==> src/rtl/uart_ctrl_pkg.sv <==
// uart_ctrl_pkg: shared state encoding and constants for the UART transmit arbiter.
package uart_ctrl_pkg;
    typedef enum logic [1:0] {IDLE, START, WAIT_BUSY, WAIT_DONE} state_t;
    localparam int NUM_REQ = 2;
    localparam int DEF_START_TIMEOUT = 16;
endpackage

==> src/rtl/uart_rr_pick.sv <==
// uart_rr_pick: two-way round-robin winner select; on a tie the lane that did not go last wins.
module uart_rr_pick
    import uart_ctrl_pkg::*;
(
    input  logic [NUM_REQ-1:0] full,
    input  logic               lastGrant,
    output logic [NUM_REQ-1:0] winner
);
    always_comb winner = &full ? (lastGrant ? 2'b01 : 2'b10) : full;
endmodule

==> src/rtl/uart_tx_arbiter.sv <==
// uart_tx_arbiter: shares one Uart8 transmitter between two single-byte requesters,
// with a start-acknowledge timeout and per-requester done/error pulses.
module uart_tx_arbiter
    import uart_ctrl_pkg::*;
#(
    parameter int START_TIMEOUT = DEF_START_TIMEOUT
) (
    input  logic                 clk,
    input  logic                 rstN,
    input  logic [NUM_REQ-1:0]   reqValid,
    input  logic [8*NUM_REQ-1:0] reqByte,
    output logic [NUM_REQ-1:0]   reqReady,
    output logic [NUM_REQ-1:0]   reqDone,
    output logic [NUM_REQ-1:0]   reqErr,
    output logic [NUM_REQ-1:0]   grant,
    output logic                 txEn,
    output logic                 txStart,
    output logic [7:0]           txByte,
    input  logic                 txBusy,
    input  logic                 txDone
);
    localparam int TW = START_TIMEOUT > 1 ? $clog2(START_TIMEOUT) : 1;
    state_t state, next;
    logic [NUM_REQ-1:0] full, winner;
    logic [7:0] slot [NUM_REQ];
    logic [TW-1:0] timer;
    logic last_grant, fin_done, fin_err, fin;
    uart_rr_pick u_pick (.full(full), .lastGrant(last_grant), .winner(winner));
    assign reqReady = ~full;
    // Completion/error are decoded in the finishing cycle; gating with rstN keeps a reset edge pulse-free.
    always_comb begin
        fin_done = rstN && (state == WAIT_BUSY || state == WAIT_DONE) && txDone;
        fin_err = rstN && state == WAIT_BUSY && !txDone && !txBusy && timer == TW'(START_TIMEOUT - 1);
        fin = fin_done || fin_err;
        next = state == IDLE ? (|full ? START : IDLE) :
               state == START ? WAIT_BUSY :
               fin ? IDLE :
               (state == WAIT_BUSY && txBusy) ? WAIT_DONE : state;
        txStart = state == START;
        reqDone = fin_done ? grant : '0;
        reqErr = fin_err ? grant : '0;
    end
    always_ff @(posedge clk) begin
        if (!rstN) begin
            state <= IDLE;
            full <= '0;
            timer <= '0;
            last_grant <= 1'b1;
            grant <= '0;
            txByte <= 8'h00;
            txEn <= 1'b0;
        end else begin
            state <= next;
            txEn <= 1'b1;
            full <= (full | (reqValid & ~full)) & ~(fin ? grant : '0);
            for (int i = 0; i < NUM_REQ; i++)
                if (reqValid[i] && !full[i]) slot[i] <= reqByte[8*i +: 8];
            if (state == IDLE && |full) begin
                grant <= winner;
                txByte <= slot[winner[1]];
            end
            if (fin) begin
                grant <= '0;
                last_grant <= grant[1];
            end
            timer <= (state == WAIT_BUSY && next == WAIT_BUSY) ? timer + 1'b1 : '0;
        end
    end
endmodule

==> config.mk <==
export PLATFORM = sky130hd
export DESIGN_NAME = uart_tx_arbiter
export DESIGN_NICKNAME = d
export VERILOG_FILES = /design/src/rtl/uart_ctrl_pkg.sv /design/src/rtl/uart_rr_pick.sv /design/src/rtl/uart_tx_arbiter.sv
export SDC_FILE = /design/constraint.sdc
export NUM_CORES = 1
export LEC_CHECK = 0
export BUFFER_PORTS_ARGS = -buffer_cell sky130_fd_sc_hd__buf_4
export CAP_MARGIN = 20
export CORE_MARGIN = 5
export CORE_UTILIZATION = 51
export DETAILED_ROUTE_END_ITERATION = 12
export GPL_TIMING_DRIVEN = 1
export PLACE_DENSITY = 0.84
export SLEW_MARGIN = 10
export SYNTH_ARGS = -nofsm -noshare
export SYNTH_HDL_FRONTEND = slang
export SYNTH_SLANG_ARGS = --single-unit
==> constraint.sdc <==
create_clock -name clk -period 1.8 [get_ports clk]
set_clock_uncertainty 0.2 [all_clocks]
set_input_delay 0.18 -clock clk [delete_from_list [all_inputs] [get_ports clk]]
set_output_delay 0.18 -clock clk [all_outputs]
set_load 0.1 [all_outputs]
==> impl_metrics.tcl, run 1 <==
set metrics [dict create \
    status "finished with violations" \
    failed_checks "negative setup slack" \
    synth_common_cells "dfxtp_1, nand2_1, edfxtp_1, nor2_1, a21oi_1" \
    required_ps 1420 \
    antenna_cells 0 \
    grt_pass1_vias 1259 \
    critPathLaunchType "register" \
    maxCapViolations 0 \
    drv_slew 0 \
    min_from "txBusy" \
    clk_latency_ps 350 \
    grt_max_degree 14 \
    area_growth_pct 49.87 \
    nFillCells 156 \
    synth_top_flop_cell "dfxtp_1" \
    cp-end-kind "output pin" \
    core_um2 2781 \
    dpl_cell_area_um2 1818 \
    arrival_ps 1570 \
    fin_crit_ps 1949 \
    synth_area_per_cell_um2 11.49 \
    synthCells 129 \
    rsz0062_at_grt "yes" \
    cts_root_buf "clkbuf_4" \
    drt-pass1-iter-count 4 \
    netlist_area_um2 1483 \
    ios 40 \
    timing.rr.start "state[0]" \
    layout_setup_ws_ps -149.5 \
    fin_hold_ws_ps 101.3 \
    synth.area.top_cells "edfxtp_1, dfxtp_1, a311oi_2" \
    finalCritPeriodShare_pct 108.3 \
    hpwl_mm 2.198 \
    synth_edf_count 16 \
    grt-ovfl-total 0 \
    synth_nets 152 \
    initial_utilization_pct 53.31 \
    finalSetupViolations 2 \
    gp_congestion 0.8222 \
    cellLeakagePower_uw 0.0008574 \
    vias 1234 \
    drc_errors 0 \
    yosys_warnings 0 \
    routed_wl_mm 3.917 \
    clkTransAtPathRegs_ps 120 \
    hold_class "primary input to register" \
    vdd_drop_max_v 0.0008656 \
    stdcell_area_um2 2222 \
    hold_viol 0 \
    dieArea_um2 4086 \
    r2r_cells 3 \
    detail-route-antenna-nets 0 \
    grt_pass1_wl_mm 5.947 \
    synth.most_common_cell "dfxtp_1" \
    synth_top_area_share_pct 32.41 \
    drive_gt1_share_pct 42.13 \
    wl_per_cell_um 17.18 \
    std_cell_rows 19 \
    crit_start "timer[1]" \
    cts.sinks 36 \
    portBuffers 39 \
    crit_path_max_fanout 2 \
    viasPerCell 5.412 \
    clk_path_buf_depth 2 \
    dp_cells 195 \
    cts_tree "done" \
    grtUsageTotal_pct 19.03 \
    cts_made_buffers 5 \
    ys_seq_area_share_pct 59.41 \
    power_density_nw_per_um2 967.5 \
    async_flop_share_pct 0 \
    fin_setup_tns_ps -283.3 \
    antenna_found_initial 0 \
    maxSlewHeadroom_pct 63.96 \
    synth_top_cell_by_area "edfxtp_1" \
    min_path_cells 4 \
    clock.fmax_mhz 513.0 \
    crit_type "register to output pin" \
    synth_seq_cells 36 \
    dieHeight_um 63.92 \
    drt_iter0_drc 67 \
    power_uw 2150 \
    worstMarginPinSlew_ps 540.0 \
    htreeDepth 2 \
    ys_types 35 \
    fin_nets 219 \
    fp.dieW_um 63.92 \
    fin_cells 228 \
]
[timing repair]
item                                   CTS  global route
endpoints found under the hold margin   24             0
hold buffers                            21             0
setup buffers                            1             3
resized for setup                       15             4
pin swaps                                3             3
setup endpoints to repair                4             4
[critical path, stage by stage (launching register included)]
cell and delay [ps]:
dfxtp_2 390, ha_4 160, nand3_4 70, nor3_4 160
and4_4 270, buf_12 170
[worst paths after layout]
| kind | end | slack (ps) |
|---|---|---|
| worst max-delay path | reqErr[1] | -150 |
| worst min-delay path | state[0] | 100 |
| worst max register to register | last_grant | 170 |
| worst min register to register | full[0] | 300 |
[registers in the layout, summed over array words and instances (netlist names)]
register	cells
slot	16
txByte	8
timer	4
full	2
grant	2
state	2
last_grant	1
txEn	1
[layer usage]
| metal | vias up | share of wire (%) | GRT usage, % |
|---|---|---|---|
| met1 | 576 | 41 | 21.22 |
| li1 | 601 | - | - |
| met4 | 0 | 1.8 | 10.91 |
| met5 | - | 0 | 0 |
| met2 | 50 | 51 | 32.66 |
| met3 | 7 | 6.0 | 4.729 |
[cell type report]
class                   instances  area [um^2]  share of cell area (%)
well taps                      31        38.79                   1.745
inverters                       7        33.78                   1.520
multi-input cells              79        590.6                   26.58
clock inverters                 3        46.29                   2.083
repair buffers                 67        588.1                   26.46
clock buffers                   5        37.54                   1.689
flip-flops and latches         36        887.1                   39.92
[metrics by stage]
stage | worst slack, ps | util (%)
global route | -198.4 | 79.89
floorplan | 60.75 | -
finish | -149.5 | 79.89
detailed placement | 28.84 | 65.36
CTS | -176.9 | 78.41
global placement | 119.7 | 65.36
[layout by cell type, fill, tap and decap left out, types with 2 or more instances in the layout]
| cell type | instances |
|---|---|
| o21ai_0 | 2 |
| inv_1 | 5 |
| clkinvlp_4 | 3 |
| edfxtp_1 | 16 |
| dfxtp_2 | 5 |
| nand3_1 | 3 |
| and4_4 | 2 |
| nor2_1 | 9 |
| buf_4 | 42 |
| dlygate4sd3_1 | 21 |
| buf_6 | 2 |
| nor2_4 | 2 |
| a311oi_2 | 8 |
| nand2_1 | 17 |
| dfxtp_1 | 15 |
| clkbuf_4 | 5 |
| and3_1 | 2 |
| buf_12 | 2 |
| a21oi_1 | 11 |
[power breakdown]
part,switching [uW],leakage [uW],internal (uW),total (uW)
Combinational,416,0.000501,181,598
Clock,299,0.0000418,297,596
Sequential,44.9,0.000315,911,956
[cell families (layout without fill, tap and decap cells)]
| family | Yosys count | after routing | synth area share [%] |
|---|---|---|---|
| mux | 1 | 1 | 0.6751 |
| flops | 36 | 36 | 59.41 |
| xor+xnor | 2 | 2 | 1.182 |
| fa+ha+maj | 1 | 1 | 0.8437 |
| compound gates | 29 | 29 | 17.39 |
| buf+inv | 14 | 82 | 5.232 |
| simple gates | 46 | 46 | 15.27 |
No activity file was read; power rests on OpenSTA's default activity.
==> run 2: changes to the inputs <==
- SKIP_CTS_REPAIR_TIMING: default -> 1
==> run 2 against run 1 <==
Compared with the run above: the flow still finishes with violations (negative setup slack); sequential cell count unchanged; first-iteration DRC count increased by 24%; core utilization decreased by 0.72 points; non-clock buffer count decreased by 3; setup slack improved by 3.0 ps; sequential share of layout area increased by 0.48 points; clock power decreased by 1%; fmax increased by 0.15%; sequential power about the same.
==> impl_metrics.tcl, run 2 (synthesis gave the netlist of run 1 again) <==
set metrics [dict create \
    viasPerCell 5.440 \
    grtUsageTotal_pct 14.96 \
    multi_input_area_um2 590.6 \
    maxCapViolations 0 \
    layout_common_cells "buf_4, dlygate4sd3_1, nand2_1" \
    htreeDepth 2 \
    cellLeakagePower_uw 0.0008436 \
    final_common_cell "buf_4" \
    post-route-util_pct 79.17 \
    cts_root_buf "clkbuf_4" \
    power_density_nw_per_um2 971.9 \
    clk_latency_ps 340 \
    dieArea_um2 4086 \
    drive_gt1_share_pct 41.24 \
    layout_setup_ws_ps -146.5 \
    grt_pass1_wl_mm 4.761 \
    arrival_ps 1570 \
    crit_buf_inv 1 \
    fp.dieW_um 63.92 \
    vias 1224 \
    fin_crit_ps 1947 \
    drt-pass1-iter-count 4 \
    drc_errors 0 \
    antenna_cells 0 \
    clock.fmax_mhz 513.7 \
    status "finished with violations" \
    hpwl_mm 2.198 \
    dpl_cell_area_um2 1818 \
    vdd_drop_max_v 0.0008706 \
    regMostFlops "slot" \
    ios 40 \
    detail-route-antenna-nets 0 \
    rsz0062_at_grt "yes" \
    drv_slew 0 \
    cts_made_buffers 5 \
    failed_checks "negative setup slack" \
    cts.sinks 36 \
    std_cell_rows 19 \
    power_uw 2140 \
    seq_area_um2 889.6 \
    grt_max_degree 14 \
    fin_nets 216 \
    grt_pass1_vias 1042 \
    gp_congestion 0.8222 \
    cpMaxStageDelayCell "dfxtp_2" \
    crit_type "register to output pin" \
    required_ps 1420 \
    drt_iter0_drc 83 \
    initial_utilization_pct 53.31 \
    cp-end-kind "output pin" \
    finalCritPeriodShare_pct 108.1 \
    grt-ovfl-total 0 \
    antenna_found_initial 0 \
    clkTransAtPathRegs_ps 120 \
    area_growth_pct 48.52 \
    slowest_delay_ps 370 \
    fin_cells 225 \
    maxSlewHeadroom_pct 64.49 \
    core_um2 2781 \
    largest_register_ffs 16 \
    wl_per_cell_um 16.20 \
    nFillCells 157 \
    fin_setup_tns_ps -288.8 \
    dp_cells 195 \
    routed_wl_mm 3.646 \
    critPathTopFamily "simple AND/OR/NAND/NOR gates" \
    portBuffers 39 \
    hold_viol 0 \
    stdcell_area_um2 2202 \
    finalSetupViolations 2 \
    hold_class "primary input to register" \
    reg_top3 "slot (16), txByte (8), timer (4)" \
    worstMarginPinSlew_ps 532.1 \
    crit_path_max_fanout 2 \
    clk_path_buf_depth 2 \
    cp_cell_sequence "ha_4 -> nand3_4 -> nor3_4 -> and4_4 -> buf_12" \
    critPathLaunchType "register" \
    cts_tree "done" \
    dieHeight_um 63.92 \
]
-- run 2: changes by cell type in the layout (fill, tap and decap cells not counted), sizes merged --
cell	before	now
buf	46	43
-- run 2: area by class of cell --
type | count | area share, %
clock inverters | 3 | 2.102
flip-flops and latches | 36 | 40.40
inverters | 7 | 1.534
repair buffers | 64 | 25.68
multi-input cells | 79 | 26.82
clock buffers | 5 | 1.705
well taps | 31 | 1.761
-- run 2: worst min-delay path, stage by stage --
cell and delay (ps):
buf_4 150, nand4_1 150, nor2_1 50
-- run 2: path summary, 6_finish.rpt --
kind,to,slack (ps),start,cells after the start
worst max-delay path,reqErr[0],-150,timer[1],5
worst min-delay path,timer[1],10,rstN,3
worst max register to register,last_grant,180,state[0],3
worst min register to register,timer[0],250,timer[0],1
-- run 2: stage by stage --
stage                     hold WS, ps  worst slack, ps
final                           10.53           -146.5
after floorplan                 7.717            60.75
after CTS                      -214.4           -379.9
after global placement          158.1            119.7
after global routing            16.52           -222.5
after detailed placement        159.3            28.84
-- run 2: metal layers --
metal	vias to the layer above	global-route usage, %	part of all wire, %
met5	-	0	0
met4	0	6.494	1.4
met3	4	6.830	7.7
met2	62	22.99	51
met1	560	17.97	39
li1	598	-	-
-- run 2: power by group --
group	internal (uW)	switching, uW	total, uW
Combinational	181	414	595
Clock	297	294	590
Sequential	910	44.8	955
